$ cat config.mk
export PLATFORM = sky130hd
export DESIGN_NAME = adder_ctrl_flat
export DESIGN_NICKNAME = d
export VERILOG_FILES = /design/src/rtl/adder_ctrl_if.sv /design/src/rtl/adder_ctrl.sv /design/src/flat_wrapper.sv
export SDC_FILE = /design/constraint.sdc
export NUM_CORES = 1
export LEC_CHECK = 0
export ABC_AREA = 1
export CAP_MARGIN = 20
export CORE_MARGIN = 5
export CORE_UTILIZATION = 45
export DETAILED_ROUTE_END_ITERATION = 8
export PLACE_DENSITY = 0.68
export SLEW_MARGIN = 25
export SYNTH_ARGS = -nofsm -noshare
export SYNTH_HDL_FRONTEND = slang
export SYNTH_SLANG_ARGS = --single-unit
$ cat constraint.sdc
create_clock -name clock -period 4 [get_ports clock]
set_input_delay 0.8 -clock clock [delete_from_list [all_inputs] [get_ports clock]]
set_output_delay 0.8 -clock clock [all_outputs]
set_load 0.05 [all_outputs]
$ cat src/rtl/adder_ctrl_if.sv
// -----------------------------------------------------------------------------
// adder_ctrl_if
// Memory-port bundle between the vector-adder sequencer and the TSIM memory.
//   request channel : mem_req_valid/ready, mem_req_opcode (1=write),
//                     mem_req_len (beats-1), mem_req_addr (byte address)
//   write channel   : mem_wr_valid/ready, mem_wr_bits
//   read channel    : mem_rd_valid/ready, mem_rd_bits
// master = sequencer side, slave = memory side.
// -----------------------------------------------------------------------------
interface adder_ctrl_if #(
   parameter int MEM_LEN_BITS  = 8,
   parameter int MEM_ADDR_BITS = 64,
   parameter int MEM_DATA_BITS = 64
);
   logic                     mem_req_valid;
   logic                     mem_req_ready;
   logic                     mem_req_opcode;
   logic [MEM_LEN_BITS-1:0]  mem_req_len;
   logic [MEM_ADDR_BITS-1:0] mem_req_addr;
   logic                     mem_wr_valid;
   logic                     mem_wr_ready;
   logic [MEM_DATA_BITS-1:0] mem_wr_bits;
   logic                     mem_rd_valid;
   logic                     mem_rd_ready;
   logic [MEM_DATA_BITS-1:0] mem_rd_bits;

   modport master (
      output mem_req_valid, mem_req_opcode, mem_req_len, mem_req_addr,
      output mem_wr_valid, mem_wr_bits, mem_rd_ready,
      input  mem_req_ready, mem_wr_ready, mem_rd_valid, mem_rd_bits
   );

   modport slave (
      input  mem_req_valid, mem_req_opcode, mem_req_len, mem_req_addr,
      input  mem_wr_valid, mem_wr_bits, mem_rd_ready,
      output mem_req_ready, mem_wr_ready, mem_rd_valid, mem_rd_bits
   );
endinterface

$ cat src/rtl/adder_ctrl.sv
// -----------------------------------------------------------------------------
// adder_ctrl
// Sequencer for the vector adder: on launch it computes c[i] = a[i] + b[i]
// for i = 0..length-1, one read of a, one read of b and one write of c per
// element, strictly one memory transaction at a time. At the end it pulses
// finish together with event_counter_valid and reports the number of active
// cycles on event_counter_value.
// Ports:
//   clock, reset          : single clock, synchronous active-high reset
//   launch                : level start request (only looked at when idle)
//   finish                : one-cycle completion pulse
//   event_counter_valid   : one-cycle pulse, coincident with finish
//   event_counter_value   : active-cycle count of the last run
//   length, a/b/c_addr    : run parameters, latched at launch
//   mem                   : memory port bundle (master side)
// -----------------------------------------------------------------------------
module adder_ctrl #(
   parameter int MEM_LEN_BITS   = 8,
   parameter int MEM_ADDR_BITS  = 64,
   parameter int MEM_DATA_BITS  = 64,
   parameter int HOST_DATA_BITS = 32
) (
   input  logic                      clock,
   input  logic                      reset,
   input  logic                      launch,
   output logic                      finish,
   output logic                      event_counter_valid,
   output logic [HOST_DATA_BITS-1:0] event_counter_value,
   input  logic [HOST_DATA_BITS-1:0] length,
   input  logic [HOST_DATA_BITS-1:0] a_addr,
   input  logic [HOST_DATA_BITS-1:0] b_addr,
   input  logic [HOST_DATA_BITS-1:0] c_addr,
   adder_ctrl_if.master              mem
);

   localparam logic [MEM_ADDR_BITS-1:0]  BEAT_BYTES = MEM_ADDR_BITS'(MEM_DATA_BITS / 8);
   localparam logic [HOST_DATA_BITS-1:0] HOST_ONE   = HOST_DATA_BITS'(1'b1);
   localparam logic [HOST_DATA_BITS-1:0] HOST_ZERO  = {HOST_DATA_BITS{1'b0}};
   localparam logic [MEM_ADDR_BITS-1:0]  ADDR_ZERO  = {MEM_ADDR_BITS{1'b0}};
   localparam logic [MEM_DATA_BITS-1:0]  DATA_ZERO  = {MEM_DATA_BITS{1'b0}};

   typedef enum logic [2:0] {
      IDLE   = 3'd0,
      REQ_A  = 3'd1,
      DATA_A = 3'd2,
      REQ_B  = 3'd3,
      DATA_B = 3'd4,
      REQ_C  = 3'd5,
      DATA_C = 3'd6,
      DONE   = 3'd7
   } state_t;

   state_t                    state_q;
   logic [HOST_DATA_BITS-1:0] len_q;
   logic [HOST_DATA_BITS-1:0] a_base_q;
   logic [HOST_DATA_BITS-1:0] b_base_q;
   logic [HOST_DATA_BITS-1:0] c_base_q;
   logic [HOST_DATA_BITS-1:0] idx_q;
   logic [HOST_DATA_BITS-1:0] cnt_q;
   logic [MEM_DATA_BITS-1:0]  a_q;
   logic [MEM_DATA_BITS-1:0]  b_q;
   logic                      finish_q;
   logic                      req_valid_q;
   logic                      req_opcode_q;
   logic [MEM_ADDR_BITS-1:0]  req_addr_q;
   logic                      wr_valid_q;
   logic [MEM_DATA_BITS-1:0]  wr_bits_q;
   logic                      rd_ready_q;

   logic                      req_fire_s;
   logic                      rd_fire_s;
   logic                      wr_fire_s;
   logic [HOST_DATA_BITS-1:0] idx_next_s;
   logic [HOST_DATA_BITS-1:0] cnt_inc_s;
   logic [MEM_DATA_BITS-1:0]  sum_s;

   // Byte address of element idx in the buffer starting at base (wraps modulo 2^MEM_ADDR_BITS).
   function automatic logic [MEM_ADDR_BITS-1:0] elem_addr(
      input logic [HOST_DATA_BITS-1:0] base,
      input logic [HOST_DATA_BITS-1:0] idx
   );
      logic [MEM_ADDR_BITS-1:0] base_ext;
      logic [MEM_ADDR_BITS-1:0] idx_ext;
      base_ext = MEM_ADDR_BITS'(base);
      idx_ext  = MEM_ADDR_BITS'(idx);
      return base_ext + idx_ext * BEAT_BYTES;
   endfunction

   // Handshake qualifiers, next index, next cycle count and element sum (carry discarded).
   always_comb begin
      req_fire_s = req_valid_q & mem.mem_req_ready;
      rd_fire_s  = rd_ready_q & mem.mem_rd_valid;
      wr_fire_s  = wr_valid_q & mem.mem_wr_ready;
      idx_next_s = idx_q + HOST_ONE;
      cnt_inc_s  = cnt_q + HOST_ONE;
      sum_s      = a_q + b_q;
   end

   // Sequencer FSM; every output is a register loaded on the transition into its state.
   always_ff @(posedge clock) begin
      if (reset) begin
         state_q      <= IDLE;
         len_q        <= HOST_ZERO;
         a_base_q     <= HOST_ZERO;
         b_base_q     <= HOST_ZERO;
         c_base_q     <= HOST_ZERO;
         idx_q        <= HOST_ZERO;
         cnt_q        <= HOST_ZERO;
         a_q          <= DATA_ZERO;
         b_q          <= DATA_ZERO;
         finish_q     <= 1'b0;
         req_valid_q  <= 1'b0;
         req_opcode_q <= 1'b0;
         req_addr_q   <= ADDR_ZERO;
         wr_valid_q   <= 1'b0;
         wr_bits_q    <= DATA_ZERO;
         rd_ready_q   <= 1'b0;
      end else begin
         finish_q <= 1'b0;
         case (state_q)
            IDLE: begin
               if (launch) begin
                  len_q    <= length;
                  a_base_q <= a_addr;
                  b_base_q <= b_addr;
                  c_base_q <= c_addr;
                  idx_q    <= HOST_ZERO;
                  cnt_q    <= HOST_ZERO;
                  if (length == HOST_ZERO) begin
                     state_q  <= DONE;
                     finish_q <= 1'b1;
                  end else begin
                     state_q      <= REQ_A;
                     req_valid_q  <= 1'b1;
                     req_opcode_q <= 1'b0;
                     req_addr_q   <= elem_addr(a_addr, HOST_ZERO);
                  end
               end
            end
            REQ_A, REQ_B: begin
               cnt_q <= cnt_inc_s;
               if (req_fire_s) begin
                  req_valid_q <= 1'b0;
                  rd_ready_q  <= 1'b1;
                  state_q     <= (state_q == REQ_A) ? DATA_A : DATA_B;
               end
            end
            DATA_A: begin
               cnt_q <= cnt_inc_s;
               if (rd_fire_s) begin
                  a_q          <= mem.mem_rd_bits;
                  rd_ready_q   <= 1'b0;
                  req_valid_q  <= 1'b1;
                  req_opcode_q <= 1'b0;
                  req_addr_q   <= elem_addr(b_base_q, idx_q);
                  state_q      <= REQ_B;
               end
            end
            DATA_B: begin
               cnt_q <= cnt_inc_s;
               if (rd_fire_s) begin
                  b_q          <= mem.mem_rd_bits;
                  rd_ready_q   <= 1'b0;
                  req_valid_q  <= 1'b1;
                  req_opcode_q <= 1'b1;
                  req_addr_q   <= elem_addr(c_base_q, idx_q);
                  state_q      <= REQ_C;
               end
            end
            REQ_C: begin
               cnt_q <= cnt_inc_s;
               if (req_fire_s) begin
                  req_valid_q <= 1'b0;
                  wr_valid_q  <= 1'b1;
                  wr_bits_q   <= sum_s;
                  state_q     <= DATA_C;
               end
            end
            DATA_C: begin
               cnt_q <= cnt_inc_s;
               if (wr_fire_s) begin
                  wr_valid_q <= 1'b0;
                  idx_q      <= idx_next_s;
                  if (idx_next_s == len_q) begin
                     state_q  <= DONE;
                     finish_q <= 1'b1;
                  end else begin
                     state_q      <= REQ_A;
                     req_valid_q  <= 1'b1;
                     req_opcode_q <= 1'b0;
                     req_addr_q   <= elem_addr(a_base_q, idx_next_s);
                  end
               end
            end
            DONE: begin
               state_q <= IDLE;
            end
            default: begin
               state_q     <= IDLE;
               req_valid_q <= 1'b0;
               wr_valid_q  <= 1'b0;
               rd_ready_q  <= 1'b0;
            end
         endcase
      end
   end

   assign finish              = finish_q;
   assign event_counter_valid = finish_q;
   // The counter is frozen outside the active states, so it holds the run's count until the next launch.
   assign event_counter_value = cnt_q;

   assign mem.mem_req_valid  = req_valid_q;
   assign mem.mem_req_opcode = req_opcode_q;
   assign mem.mem_req_len    = {MEM_LEN_BITS{1'b0}};
   assign mem.mem_req_addr   = req_addr_q;
   assign mem.mem_wr_valid   = wr_valid_q;
   assign mem.mem_wr_bits    = wr_bits_q;
   assign mem.mem_rd_ready   = rd_ready_q;

endmodule

$ cat src/flat_wrapper.sv
// flat-port wrapper written by rule: the top's interface ports become plain ports
module adder_ctrl_flat 
#(
   parameter int MEM_LEN_BITS   = 8,
   parameter int MEM_ADDR_BITS  = 64,
   parameter int MEM_DATA_BITS  = 64,
   parameter int HOST_DATA_BITS = 32
)
  (clock, reset, launch, finish, event_counter_valid, event_counter_value, length, a_addr, b_addr, c_addr, mem_mem_req_valid, mem_mem_req_opcode, mem_mem_req_len, mem_mem_req_addr, mem_mem_wr_valid, mem_mem_wr_bits, mem_mem_rd_ready, mem_mem_req_ready, mem_mem_wr_ready, mem_mem_rd_valid, mem_mem_rd_bits);
  adder_ctrl_if #(.MEM_LEN_BITS(MEM_LEN_BITS), .MEM_ADDR_BITS(MEM_ADDR_BITS), .MEM_DATA_BITS(MEM_DATA_BITS)) mem_i ();
  input  logic clock;
  input  logic reset;
  input  logic launch;
  output logic finish;
  output logic event_counter_valid;
  output logic [HOST_DATA_BITS-1:0] event_counter_value;
  input  logic [HOST_DATA_BITS-1:0] length;
  input  logic [HOST_DATA_BITS-1:0] a_addr;
  input  logic [HOST_DATA_BITS-1:0] b_addr;
  input  logic [HOST_DATA_BITS-1:0] c_addr;
  output wire logic [$bits(mem_i.mem_req_valid)-1:0] mem_mem_req_valid;
  output wire logic [$bits(mem_i.mem_req_opcode)-1:0] mem_mem_req_opcode;
  output wire logic [$bits(mem_i.mem_req_len)-1:0] mem_mem_req_len;
  output wire logic [$bits(mem_i.mem_req_addr)-1:0] mem_mem_req_addr;
  output wire logic [$bits(mem_i.mem_wr_valid)-1:0] mem_mem_wr_valid;
  output wire logic [$bits(mem_i.mem_wr_bits)-1:0] mem_mem_wr_bits;
  output wire logic [$bits(mem_i.mem_rd_ready)-1:0] mem_mem_rd_ready;
  input wire logic [$bits(mem_i.mem_req_ready)-1:0] mem_mem_req_ready;
  input wire logic [$bits(mem_i.mem_wr_ready)-1:0] mem_mem_wr_ready;
  input wire logic [$bits(mem_i.mem_rd_valid)-1:0] mem_mem_rd_valid;
  input wire logic [$bits(mem_i.mem_rd_bits)-1:0] mem_mem_rd_bits;
  assign mem_mem_req_valid = mem_i.mem_req_valid;
  assign mem_mem_req_opcode = mem_i.mem_req_opcode;
  assign mem_mem_req_len = mem_i.mem_req_len;
  assign mem_mem_req_addr = mem_i.mem_req_addr;
  assign mem_mem_wr_valid = mem_i.mem_wr_valid;
  assign mem_mem_wr_bits = mem_i.mem_wr_bits;
  assign mem_mem_rd_ready = mem_i.mem_rd_ready;
  assign mem_i.mem_req_ready = mem_mem_req_ready;
  assign mem_i.mem_wr_ready = mem_mem_wr_ready;
  assign mem_i.mem_rd_valid = mem_mem_rd_valid;
  assign mem_i.mem_rd_bits = mem_mem_rd_bits;
  adder_ctrl #(.MEM_LEN_BITS(MEM_LEN_BITS), .MEM_ADDR_BITS(MEM_ADDR_BITS), .MEM_DATA_BITS(MEM_DATA_BITS), .HOST_DATA_BITS(HOST_DATA_BITS)) u_core (.clock(clock), .reset(reset), .launch(launch), .finish(finish), .event_counter_valid(event_counter_valid), .event_counter_value(event_counter_value), .length(length), .a_addr(a_addr), .b_addr(b_addr), .c_addr(c_addr), .mem(mem_i));
endmodule
### After elaboration in Yosys (flattened, before gate mapping)

Index checks and enable logic that the tools add are counted.

* register bits after elaboration: 456
* bits of input ports: 198
* output and inout port bits: 174
* logic and storage cells: 109

* add/subtract/negate cells: 6
* equal/unequal tests: 18
* muxes and demuxes: 43
* bitwise gates (word level): 3
* reductions and logical operators: 23

Operators by type and width (count)
* 64-bit 2-to-1 mux: 6
* 64-bit one-hot mux with 4 select lines: 1
* 32-bit one-hot mux with 2 select lines: 2
* 32-bit by 35-bit adder with 36-bit output: 3
* 32-bit by 1-bit adder with 32-bit output (second input constant): 2
* 64-bit adder: 1
* 32-bit 2-to-1 mux: 2
* 32-bit == test: 1
* 32-bit logical NOT: 1
* 3-bit 2-to-1 mux: 9
* 3-bit one-hot mux with 7 select lines: 1
* 1-bit 2-to-1 mux: 17
* 2-bit by 1-bit inequality test with 1-bit output (second input constant): 7
* 7-bit AND reduction: 2
* 3-bit == test (second input constant): 4
* 2-bit AND reduction: 5
* 3-bit AND reduction: 3
* 1-bit one-hot mux with 4 select lines: 2
* 2-bit nonzero test: 4
* 4-bit nonzero test: 2
* 3-bit by 2-bit == test with 1-bit output (second input constant): 2
* 2-bit inequality test (second input constant): 3
* 1-bit one-hot mux with 2 select lines: 3
* 6-bit AND reduction: 1
* 6 further kinds: 9

### Logic depth before layout (Yosys ltp)

* depth in word-level cells: 5
* depth in mapped cells: 24
* depth with buffers taken out: 23

### Worst setup path before layout

Ideal clock, no wire load.

* path type: register to register
* from: reg u_core.state_q[2]
* to: reg u_core.req_addr_q[33] (netlist: u_core.mem.mem_req_addr[33])
* setup time: 0.111 ns
* data arrival time: 3.323 ns
* required time: 3.889 ns
* slack: 0.566 ns
* stages on the path, launching flop included: 21
* path buffers: 2
* clock period less this slack: 3.434 ns
* cell sequence: dfxtp_1 -> inv_1 -> nor3_2 -> clkbuf_1 -> clkbuf_1 -> o21ai_0 -> ha_1 -> fa_1 -> nand3_1 -> nand2_1 -> nand3_1 -> nand2_1 -> nand3b_1 -> nand2_1 -> nand3_1 -> nand2_1 -> or2_2 -> nand3_1 -> nand2_1 -> nor2_1 -> nor2_1

* word-level cells in the longest chain between the ends: 3
* elaborated cells on any way between the ends: 13
* those cells by class: 9 x eq/ne; 1 x mux; 3 x reduce/logical

Ends and longest elaborated chain
* from (decl): RTL line adder_ctrl.sv:53 `state_t state_q;`
* from (signal assigned): RTL line adder_ctrl.sv:145 `state_q <= (state_q == REQ_A) ? DATA_A : DATA_B;`
* 3-bit == test, or another cell as far along: RTL line adder_ctrl.sv:120 `case (state_q)`
* 2-bit by 1-bit inequality test with 1-bit output (no line), or another cell as far along
* 7-bit AND reduction (no line)
* to (signal assigned): RTL line adder_ctrl.sv:136 `req_addr_q <= elem_addr(a_addr, HOST_ZERO);`
* to (signal assigned): RTL line adder_ctrl.sv:155 `req_addr_q <= elem_addr(b_base_q, idx_q);`
* to (signal assigned): RTL line adder_ctrl.sv:166 `req_addr_q <= elem_addr(c_base_q, idx_q);`
* to (decl): RTL line adder_ctrl.sv:65 `logic [MEM_ADDR_BITS-1:0] req_addr_q;`

Several ways; a longest one is shown, not always the timed one.
A chain may end at the register's enable or synchronous reset.

### Worst setup path after layout

* from: reg u_core.state_q[2]
* to: reg u_core.req_addr_q[16] (netlist: u_core.mem.mem_req_addr[16])

The elaborated chain is that of the path after synthesis.

==> out/qor.txt <==
Max clock buf depth -> 3
WS Path Type -> flop to flop
Synth cell types -> 47
Worst-path fanout max -> 33
Final Hold Vio Count -> 0
Gpl congestion -> 1.02
Final ANT Viol Nets -> 0
CTS Buf Count -> 48
Vias in the first global route -> 27600
Hold EP -> u_core.b_base_q[6]$_SDFFE_PP0P_
Post-Synth XOR/XNOR Area -> 0.0221
H-tree level count -> 2
FFs w/ async S/R, synth -> 0
Die area -> 65500 um^2
Fin crit period -> 3.70 ns
Period Utilization, post-route -> 0.924
R2r endpoint -> u_core.mem.mem_req_addr[16]$_SDFFE_PP0P_
Final setup fails -> 0
CP Data Required Time -> 4.50 ns
Final non-filler cell area -> 33100 um^2
DR vias/cell -> 5.44
Post-Route WL -> 107000 um
Routed WL per cell -> 19.8 um
Tot GR Track Use -> 0.308
Worst Setup Start Kind -> flop
Hold path start -> u_core.b_base_q[6]$_SDFFE_PP0P_
CTS Hold Bufs -> 0
First-pass GRT wire length -> 162000 um
Non-Filler Instances -> 5399
Clock power share -> 0.277
Post-Synth Simple-Gate Area -> 0.324
Sw power -> 7.61 mW
Clock tree from TritonCTS -> built
NumNets Final -> 4907
Detail Placement HPWL -> 82700 um
Overall Power -> 17.7 mW
VDD IR max -> 365 uV
Initial antenna violation count -> 5
Yosys top cell by area -> dfxtp_1
Sw Share -> 0.429
DRT iter0 DRCs -> 2522
Mux contribution to synthesized area -> 0
Core area -> 60100 um^2
Root buf cell -> clkbuf_16
Multi-input logic area -> 16200 um^2
Worst-path clk slew -> 0.07 ns
Worst r2r src -> u_core.state_q[2]$_SDFFE_PP0P_
Drt drc -> 0
Arr. time, crit path -> 4.20 ns
Hold/Removal Path Class -> flop to flop
LEAKAGE -> 14.3 nW
Int Power -> 10.1 mW
Grt ovf -> 0
Post-Synth Adder-Cell Area -> 0.0625
Final core utilization -> 0.550
Row count -> 90
Fillers -> 6124
Pin count of the biggest net entering global routing -> 143
Max_slew headroom -> 0.349
Synth top area cells -> dfxtp_1 (31%), nand2_1 (12%), nor2_1 (9.9%)
Syn. warnings -> 0
FF+latch count, synth -> 428
Die W -> 256 um
Mapped cell area -> 27200 um^2
Share of layout cells above drive strength 1 -> 0.0483
Port Buffers -> 335
Worst hold stages -> 2
RSZ-0062 raised after global routing -> false
Reg2Reg Depth -> 16
Worst Setup End Kind -> flop
Worst reg2reg setup slack -> 0.30 ns
Synth Instances -> 4300
Comb power frac -> 0.414
Die Ht -> 256 um
Drt pass-1 iters -> 6
Placed instance area -> 31300 um^2
Final TNS setup -> 0 ns
Max frequency -> 271 MHz
Vias -> 29400
Sink Count -> 428
Initial Utilization -> 0.452
Number of synthesized flops with an enable pin -> 0
Run status -> completed
Register area share after synthesis -> 0.315
Largest family of logic cells by synthesized area -> simple AND/OR/NAND/NOR gates
Slew Limit Fails -> 0
Clk_lat worst skew -> 0.62 ns
Compound-Gate Fraction of Synth Area -> 0.180
Flop pwr share -> 0.309
Post-synth top area share -> 0.315
Cells after DPL -> 5305
Max cap viols -> 0
Least-Margin Pin Slew -> 0.976 ns
I/O pin cnt -> 372
Fin Clk Skew -> 0.0148 ns
Reg area -> 8570 um^2
Synth Flop Type -> dfxtp_1
Average size of a mapped cell -> 6.33 um^2
Pwr Density -> 537 nW/um^2
Synth-to-Final Area Change -> 21.5%
## cells in the mapped netlist (21+ instances only)
cell type and number:
a21oi_1 413, nand3_1 267, xor2_1 40, dfxtp_1 428, nand4_1 72, clkbuf_1 147
xnor2_1 26, nand3b_1 21, inv_1 434, nor2_1 720, ha_1 131, buf_4 41
a21o_1 21, nor3_1 44, o21ai_0 417, nand2_1 890
## sequential cells by signal, indices dropped and copies added (netlist names), 3 cells and up
signal / count
u_core.a_q: 64
u_core.idx_q: 32
u_core.b_base_q: 32
u_core.event_counter_value: 32
u_core.a_base_q: 32
u_core.state_q: 3
u_core.mem.mem_wr_bits: 64
u_core.c_base_q: 32
u_core.len_q: 32
u_core.mem.mem_req_addr: 36
u_core.b_q: 64
## routing by layer
| metal | GRT usage | wire length, um |
|---|---|---|
| met4 | 0.140 | 5360 |
| met3 | 0.0540 | 8090 |
| met2 | 0.503 | 48700 |
| met5 | 0 | 7 |
| met1 | 0.400 | 44500 |
## power groups by stage
stage                     clock (mW)  combinational (mW)  sequential (mW)
final                           4.92                7.34             5.48
after CTS                       4.98                7.27             5.47
after global placement             0                7.21             5.55
after global routing            5.15                7.98             5.55
after detailed placement           0                7.24             5.56
after floorplan                    0                3.79             6.47
## worst max path at each step
stage                              startpoint  slack, ns                                  endpoint  cells past startpoint
5_1_grt          u_core.idx_q[1]$_SDFFE_PP0P_       0.02  u_core.mem.mem_req_addr[34]$_SDFFE_PP0P_                     21
3_3_place_gp   u_core.state_q[2]$_SDFFE_PP0P_       0.21  u_core.mem.mem_req_addr[18]$_SDFFE_PP0P_                     14
3_5_place_dp   u_core.state_q[2]$_SDFFE_PP0P_       0.27  u_core.mem.mem_req_addr[34]$_SDFFE_PP0P_                     15
4_1_cts        u_core.state_q[2]$_SDFFE_PP0P_       0.24  u_core.mem.mem_req_addr[34]$_SDFFE_PP0P_                     15
2_1_floorplan  u_core.state_q[2]$_SDFFE_PP0P_       0.57  u_core.mem.mem_req_addr[33]$_SDFFE_PP0P_                     20
6_report       u_core.state_q[2]$_SDFFE_PP0P_       0.30  u_core.mem.mem_req_addr[16]$_SDFFE_PP0P_                     16
## through the flow
stage,setup WS [ns],hold slack (ns)
finish,0.303,0.447
global route,0.0224,0.468
CTS,0.244,0.447
detailed placement,0.273,0.439
global placement,0.215,0.435
floorplan,0.566,0.425
## cell families (layout without fill, tap and decap cells)
kind of cell / count (synthesis) / after routing
xor+xnor: 67 / 67
compound gates: 929 / 929
other cells: 1 / 40
buf+inv: 644 / 922
fa+ha+maj: 134 / 134
simple gates: 2097 / 2097
flops: 428 / 428
## final cells by class
cell class / count / area share
repair buffers: 394 / 0.118
clock inverters: 27 / 0.0117
well taps: 782 / 0.0296
flip-flops and latches: 428 / 0.259
clock buffers: 61 / 0.0408
diodes: 4 / 0.000303
inverters: 440 / 0.0503
multi-input cells: 3263 / 0.490
## cell usage in the layout, fill, tap and decap left out, types with 72 or more instances in the layout
cell type          n
nor2_1           714
clkdlybuf4s50_1  334
inv_1            429
o21ai_0          415
ha_1             130
nand3_1          267
a21oi_1          413
dfxtp_1          428
nand2_1          889
nand4_1           72
## critical path, cell delays in order, from the launching register on
cell	delay (ns)
dfxtp_1	0.45
inv_1	0.19
nor3_4	0.30
buf_12	0.22
o21ai_0	0.14
ha_1	0.40
a21oi_1	0.26
o21ai_0	0.14
a21oi_1	0.29
inv_1	0.11
nand2_1	0.07
nand2_1	0.08
o21ai_0	0.43
buf_4	0.22
o211ai_1	0.08
nor2_1	0.12
nor2_1	0.05
## repair_timing
item | in CTS | in global routing
endpoints found under the hold margin | 0 | 0
setup endpoints to repair | 0 | 4
buffers inserted | 0 | 1
gates resized for setup | 0 | 3
(Power assumes the default switching activity.)
